## src/rtl/pipeline_ctrl.sv

```systemverilog
// Hazard/sequencing controller for the 5-stage pipeline. Controls are combinational and take effect on the same edge.
// Memory waits freeze everything upstream of MEM/WB. A HLT drains the pipeline and then freezes it until resume.
module pipeline_ctrl (
    input  logic        clk,
    input  logic        rst_n,
    input  logic        ID_hlt,
    input  logic [4:0]  ID_rs,
    input  logic [4:0]  ID_rt,
    input  logic        ID_use_rs,
    input  logic        ID_use_rt,
    input  logic        EX_mem_read,
    input  logic        EX_use_dst_reg,
    input  logic [4:0]  EX_dst_reg,
    input  logic        EX_branch_taken,
    input  logic        MEM_mem_req,
    input  logic        MEM_mem_ready,
    input  logic        resume,
    output logic        PC_hold,
    output logic        IF_ID_stall,
    output logic        ID_EX_stall,
    output logic        EX_MEM_stall,
    output logic        IF_ID_flush,
    output logic        ID_EX_flush,
    output logic        EX_MEM_flush,
    output logic        MEM_WB_flush,
    output logic        MEM_WB_hlt,
    output logic        halted,
    output logic [15:0] stall_cycles
);

    typedef enum logic [1:0] {
        RUN      = 2'd0,
        MEM_WAIT = 2'd1,
        DRAIN    = 2'd2,
        HALTED   = 2'd3
    } state_t;

    state_t     state;
    state_t     state_nxt;
    state_t     ret_state;
    state_t     ret_nxt;
    state_t     adv_state;
    logic [1:0] drain_cnt;
    logic [1:0] drain_nxt;
    logic       mem_wait;
    logic       rs_hit;
    logic       rt_hit;
    logic       load_use;

    assign mem_wait = MEM_mem_req & ~MEM_mem_ready;
    assign rs_hit   = ID_use_rs & (ID_rs == EX_dst_reg);
    assign rt_hit   = ID_use_rt & (ID_rt == EX_dst_reg);
    assign load_use = EX_mem_read & EX_use_dst_reg & (EX_dst_reg != 5'd0) & (rs_hit | rt_hit);

    // The cycle that releases MEM_WAIT is an ordinary advance of the interrupted state.
    assign adv_state = (state == MEM_WAIT) ? ret_state : state;

    always_comb begin
        PC_hold      = 1'b0;
        IF_ID_stall  = 1'b0;
        ID_EX_stall  = 1'b0;
        EX_MEM_stall = 1'b0;
        IF_ID_flush  = 1'b0;
        ID_EX_flush  = 1'b0;
        EX_MEM_flush = 1'b0;
        MEM_WB_flush = 1'b0;
        MEM_WB_hlt   = 1'b0;
        state_nxt    = state;
        ret_nxt      = ret_state;
        drain_nxt    = drain_cnt;

        if (!rst_n) begin
            IF_ID_flush  = 1'b1;
            ID_EX_flush  = 1'b1;
            EX_MEM_flush = 1'b1;
            MEM_WB_flush = 1'b1;
        end else if (state == HALTED) begin
            PC_hold      = 1'b1;
            IF_ID_stall  = 1'b1;
            ID_EX_stall  = 1'b1;
            EX_MEM_stall = 1'b1;
            MEM_WB_hlt   = 1'b1;
            if (resume) begin
                state_nxt = RUN;
            end
        end else if (mem_wait) begin
            // Bubble into WB so the stalled MEM instruction is not written back twice.
            PC_hold      = 1'b1;
            IF_ID_stall  = 1'b1;
            ID_EX_stall  = 1'b1;
            EX_MEM_stall = 1'b1;
            MEM_WB_flush = 1'b1;
            state_nxt    = MEM_WAIT;
            if (state != MEM_WAIT) begin
                ret_nxt = state;
            end
        end else if (EX_branch_taken) begin
            // Squashes younger instructions, including a HLT being drained.
            IF_ID_flush = 1'b1;
            ID_EX_flush = 1'b1;
            state_nxt   = RUN;
            ret_nxt     = RUN;
            drain_nxt   = 2'd0;
        end else if (adv_state == DRAIN) begin
            PC_hold     = 1'b1;
            IF_ID_flush = 1'b1;
            drain_nxt   = drain_cnt - 2'd1;
            state_nxt   = (drain_cnt == 2'd1) ? HALTED : DRAIN;
            ret_nxt     = RUN;
        end else if (load_use) begin
            PC_hold     = 1'b1;
            IF_ID_stall = 1'b1;
            ID_EX_flush = 1'b1;
            state_nxt   = RUN;
        end else if (ID_hlt) begin
            PC_hold     = 1'b1;
            IF_ID_flush = 1'b1;
            state_nxt   = DRAIN;
            drain_nxt   = 2'd3;
        end else begin
            state_nxt = RUN;
        end
    end

    always_ff @(posedge clk) begin
        if (!rst_n) begin
            state        <= RUN;
            ret_state    <= RUN;
            drain_cnt    <= 2'd0;
            halted       <= 1'b0;
            stall_cycles <= 16'd0;
        end else begin
            state     <= state_nxt;
            ret_state <= ret_nxt;
            drain_cnt <= drain_nxt;
            halted    <= (state_nxt == HALTED);
            if (PC_hold && (state != HALTED) && (stall_cycles != 16'hFFFF)) begin
                stall_cycles <= stall_cycles + 16'd1;
            end
        end
    end

endmodule

```

## config.mk

```make
export PLATFORM = sky130hd
export DESIGN_NAME = pipeline_ctrl
export DESIGN_NICKNAME = d
export VERILOG_FILES = /design/src/rtl/pipeline_ctrl.sv
export SDC_FILE = /design/constraint.sdc
export NUM_CORES = 1
export LEC_CHECK = 0
export CAP_MARGIN = 10
export CELL_PAD_IN_SITES_DETAIL_PLACEMENT = 0
export CELL_PAD_IN_SITES_GLOBAL_PLACEMENT = 1
export CORE_MARGIN = 4
export CORE_UTILIZATION = 32
export CTS_CLUSTER_DIAMETER = 60
export CTS_CLUSTER_SIZE = 14
export DETAILED_ROUTE_END_ITERATION = 10
export GPL_TIMING_DRIVEN = 0
export PLACE_DENSITY_LB_ADDON = 0.2
export SETUP_SLACK_MARGIN = 0.02
export SLEW_MARGIN = 10
export SYNTH_ARGS = -nofsm -noshare
export SYNTH_HDL_FRONTEND = slang
export SYNTH_SLANG_ARGS = --single-unit
```

## constraint.sdc

```tcl
create_clock -name clk -period 2.3 [get_ports clk]
set_input_delay 0.46 -clock clk [delete_from_list [all_inputs] [get_ports clk]]
set_output_delay 0.46 -clock clk [all_outputs]
set_load 0.05 [all_outputs]
```

Word level (Yosys, flattened, before mapping)
Cells that the tools add are included.
{ "classes": {"add_sub_neg": 2, "n_mul": 0, "n_div": 0, "magnitude_cmp": 0, "n_eq_ne": 12, "shifts": 0, "n_mux": 49, "bitwise": 10, "n_reduce_logical": 7} }
{ "ops": {"columns": ["op", "n"], "rows": [
  ["$mux 2", 17],
  ["$mux 1", 32],
  ["$add 16x1->16 const B", 1],
  ["$ne 16x16->1 const B", 1],
  ["$eq 5x5->1", 2],
  ["$and 1x1->1", 6],
  ["$eq 2x2->1 const B", 3],
  ["$reduce_bool 3->1", 2],
  ["$reduce_bool 5->1", 1],
  ["$eq 2x1->1 const B", 2],
  ["$ne 2x1->1 const B", 2],
  ["$reduce_and 4->1", 1],
  ["$ne 3x2->1 const B", 1],
  ["$not 1->1", 3],
  ["$reduce_and 3->1", 1],
  ["$logic_and 1x1->1", 2],
  ["$ne 2x2->1 const B", 1],
  ["$sub 2x1->2 const B", 1],
  ["$or 1x1->1", 1]
]} }
{ "word_totals": {"reg_bits": 23, "latch_bits": 0, "ram_bits": 0, "romBits": 0, "inputBits": 26, "output_inout_bits": 26, "word_cells": 85, "mem_count": 0} }

Depth between registers and ports, before layout
{ "depth": {"word_depth": 12, "mapped_depth": 9, "ltp_nobuf": 7} }

Least setup slack after synthesis
OpenSTA, ideal clock, no wires.
{ "synth_timing": {"kind": "input port to output port", "start": "input port rst_n", "end": "output port ID_EX_stall", "t_arrival_ns": 2.485, "required_ns": 1.840, "setup_slack_ns": -0.645, "path_stages": 5, "n_path_buf": 3, "cell_sequence": "clkbuf_1 > clkinv_1 > clkbuf_1 > nor2_1 > buf_4"} }
{ "synth_via": {"elab_chain_cells": 1} }
{ "synth_rtl": {"columns": ["element", "line_no", "text"], "rows": [
  ["start: declaration", "5", "input logic rst_n,"],
  ["$mux 1", null, null],
  ["end: declaration", "20", "output logic ID_EX_stall,"]
]} }
Every way passes these cells.

Final worst setup path
{ "layout_timing": {"start": "input port MEM_mem_req", "end": "register stall_cycles[11]"} }
{ "layout_via": {"elab_chain_cells": 6} }
{ "layout_rtl": {"columns": ["element", "line_no", "text"], "rows": [
  ["start: declaration", "15", "input logic MEM_mem_req,"],
  ["$and 1x1->1", "50", "assign mem_wait = MEM_mem_req & ~MEM_mem_ready;"],
  ["$mux 1", "86", "end else if (mem_wait) begin"],
  ["$mux 1", "77", "end else if (state == HALTED) begin"],
  ["$mux 1", "72", "if (!rst_n) begin"],
  ["$logic_and 1x1->1 (2 in a row)", "137", "if (PC_hold && (state != HALTED) && (stall_cycles != 16'hFFFF)) begin"],
  ["end signal: assignment", "138", "stall_cycles <= stall_cycles + 16'd1;"],
  ["end: declaration", "28", "output logic [15:0] stall_cycles"]
]} }
Every way passes these cells.
A chain may end at the register's enable or synchronous reset.

==> reports/results.tsv <==
metric	value	unit
status	complete, but fails checks	
failed_checks	negative setup slack	
r2r_slack	0.14	ns
viasPerCell	5.571	
ys_seq_elements	23	
hpwlAfterDp	3279	µm
io_buffers	50	
setup_viol	3	
hold_buffers	0	
postLayoutCellArea	2375	µm²
drc	0	
synthFlopType	dfxtp_1	
max_stage_delay	0.48	ns
synth_cells	173	
min_path_cells	2	
drtAntennaViolNets	0	
leakagePower	0.9006	nW
cts_buffer_depth	2	
finalWorstSetupSlack	-0.06799	ns
utilization	57.31	%
dieWidth	74.65	µm
synth-edff-count	0	
endpoint_kind	flip-flop	
crit_path_max_fanout	10	
skew	0.007878	ns
syn_avg_cell_area	8.216	µm²
grt_pass1_vias	1499	
rsz0062_at_grt	true	
die_y	74.65	µm
wl	4567	µm
min_from	ret_state[1]$_SDFFE_PN0P_	
hold_violations	0	
peakVddDrop	0.0002649	V
yosysMostFrequentCell	dfxtp_1	
arrival	2.56	ns
async_flop_share	0	%
start_util	34.30	%
cts_root_buf	clkbuf_8	
cellPowerDensity	398.2	nW/µm²
path_clk_slew	0.09	ns
hold_path_end	ret_state[1]$_SDFFE_PN0P_	
critical_path_buf_inv_count	2	
synthTopCellsByCount	dfxtp_1 (23), nand2_1 (17), a21oi_1 (15)	
grt_pass1_wl	6948	µm
first_iter_violations	72	
cts_tree	yes	
post_drt_wl_per_cell	15.53	µm
drive_gt1_share	32.79	%
antenna_cells_inserted	0	
ys_warn_count	0	
first_pass_iters	4	
synth_top_area_share	32.39	%
vias	1638	
finalCritPeriodShare	103.0	%
placed_cell_area	2037	µm²
antenna_found_initial	0	
tightest_slew	0.5223	ns
synth_nets	201	
required	2.50	ns
slew_headroom	65.07	%
cts_made_buffers	3	
finalPower	945.6	µW
fin_nets	273	
fp-row-count	23	
r2r-end	stall_cycles[1]$_SDFFE_PN0P_	
ios	52	
gp_congestion	0.7594	
hp-class	flip-flop to flip-flop	
crit_slowest_cell	clkdlybuf4s50_1	
min_period	2.368	ns
crit_type	input port to flip-flop	
drv_slew	0	
cp-start-kind	input port	
yosysUniqueCellTypes	47	
grt_overflow_total	0	
reg2reg_depth	8	
die_area	5572	µm²
yosysTopAreaCell	dfxtp_1	
path_cells	clkdlybuf4s50_1, and2b_2, o211ai_1, nor3_2, a21oi_4, buf_6, nor4_1, mux2i_1	
synthTopCellsByArea	dfxtp_1 (32%), xnor2_1 (6.2%), a21oi_1 (5.3%), nand2_1 (4.5%), o211ai_1 (3.7%)	
ys_seq_area_share	32.39	%
htreeDepth	1	
timing.fmax	422.3	MHz
clk_latency	0.27	ns
grt_max_degree	14	
regToRegStartpoint	stall_cycles[4]$_SDFFE_PN0P_	
grtUsageTotal	15.86	%
synth_area	1421	µm²
maxCapViolCount	0	
cp_top_family	simple AND/OR/NAND/NOR gates	
fp.coreArea	4144	µm²
cts_sinks	23	
area_growth	67.08	%
worst max-delay path by stage:
stage | end | cells past startpoint | start | slack (ns)
floorplan | ID_EX_stall | 5 | rst_n | -0.13
global placement | ID_EX_flush | 8 | EX_dst_reg[1] | -1.30
detailed placement | ID_EX_flush | 8 | EX_dst_reg[1] | -1.39
CTS | ID_EX_flush | 7 | EX_dst_reg[3] | -0.06
global route | stall_cycles[11]$_SDFFE_PN0P_ | 8 | MEM_mem_req | -0.07
finish | stall_cycles[11]$_SDFFE_PN0P_ | 8 | MEM_mem_req | -0.07
power breakdown:
part           total, mW  internal [mW]  switching, mW
combinational      0.281          0.132          0.149
sequential         0.412          0.405        0.00722
clock              0.252          0.121          0.131
total              0.946          0.658          0.288
registers in the layout (all words and copies together), names as in the netlist:
register and cells:
drain_cnt 2, ret_state 2, halted 1, state 2
stall_cycles 16
per-layer routing:
layer	part of all wire (%)	global-route usage (%)	up-vias
met2	48	27.41	65
met3	8.0	4.005	5
met5	0	0	-
li1	-	-	796
met4	0.39	1.779	0
met1	43	20.67	772
layout by cell type, fill, tap and decap left out, types with 3 or more instances in the layout:
master	n
a21oi_1	14
and3_1	3
buf_4	15
buf_6	7
buf_8	4
clkbuf_2	11
clkbuf_8	3
clkdlybuf4s50_1	22
dfxtp_1	22
dlygate4sd2_1	4
inv_1	4
nand2_1	15
nand3_1	9
nand4_1	5
nor2_1	6
nor2_4	3
o211ai_1	7
o21ai_0	5
o21ai_1	3
o31ai_1	6
or3_1	5
or4_1	3
xnor2_1	4
xnor2_2	5
what timing repair did:
action                                  in CTS  in global routing
gates cloned                                 0                  1
endpoints found under the setup margin      26                 16
endpoints found under the hold margin        0                  0
pin swaps                                   21                 24
gates resized for setup                    102                 42
buffers inserted                            10                  6
logic make-up after synthesis:
group,count (synthesis),synth area share [%]
AO/OA/AOI/OAI,52,25.00
XOR/XNOR,11,6.778
adder cells (fa/ha/maj),2,1.760
buffers and inverters,12,4.753
flip-flops,23,32.39
multiplexers,3,2.201
AND/OR/NAND/NOR,70,27.11
layout make-up:
cell class | instances | area [µm²]
flip-flops and latches | 23 | 461.7
clock buffers | 3 | 41.29
repair buffers | 66 | 625.6
plain buffers | 6 | 48.80
inverters | 6 | 27.53
fillers | 388 | 1769
well taps | 50 | 62.56
clock inverters | 1 | 5.005
multi-input cells | 139 | 1102
worst register-to-register path, cell delays in order, from the launching register on:
cell and delay (ns):
dfxtp_1 0.42, nand4_2 0.28, nor4_4 0.45, nor3_2 0.13
a21oi_4 0.21, buf_6 0.18, buf_8 0.14, mux2i_1 0.19
nor2_1 0.05
metrics by stage:
stage | setup TNS, ns | worst slack [ns] | hold slack (ns) | std cells
3_3_place_gp | -13.72 | -1.301 | 0.4358 | 273
2_1_floorplan | -0.2077 | -0.1317 | 0.4276 | 173
3_5_place_dp | -15.90 | -1.389 | 0.4616 | 273
6_report | -0.08020 | -0.06799 | 0.4680 | 294
5_1_grt | -0.1839 | -0.07108 | 0.4872 | 294
4_1_cts | -0.1222 | -0.06340 | 0.4734 | 287
Power figures use the tool's default switching activity.
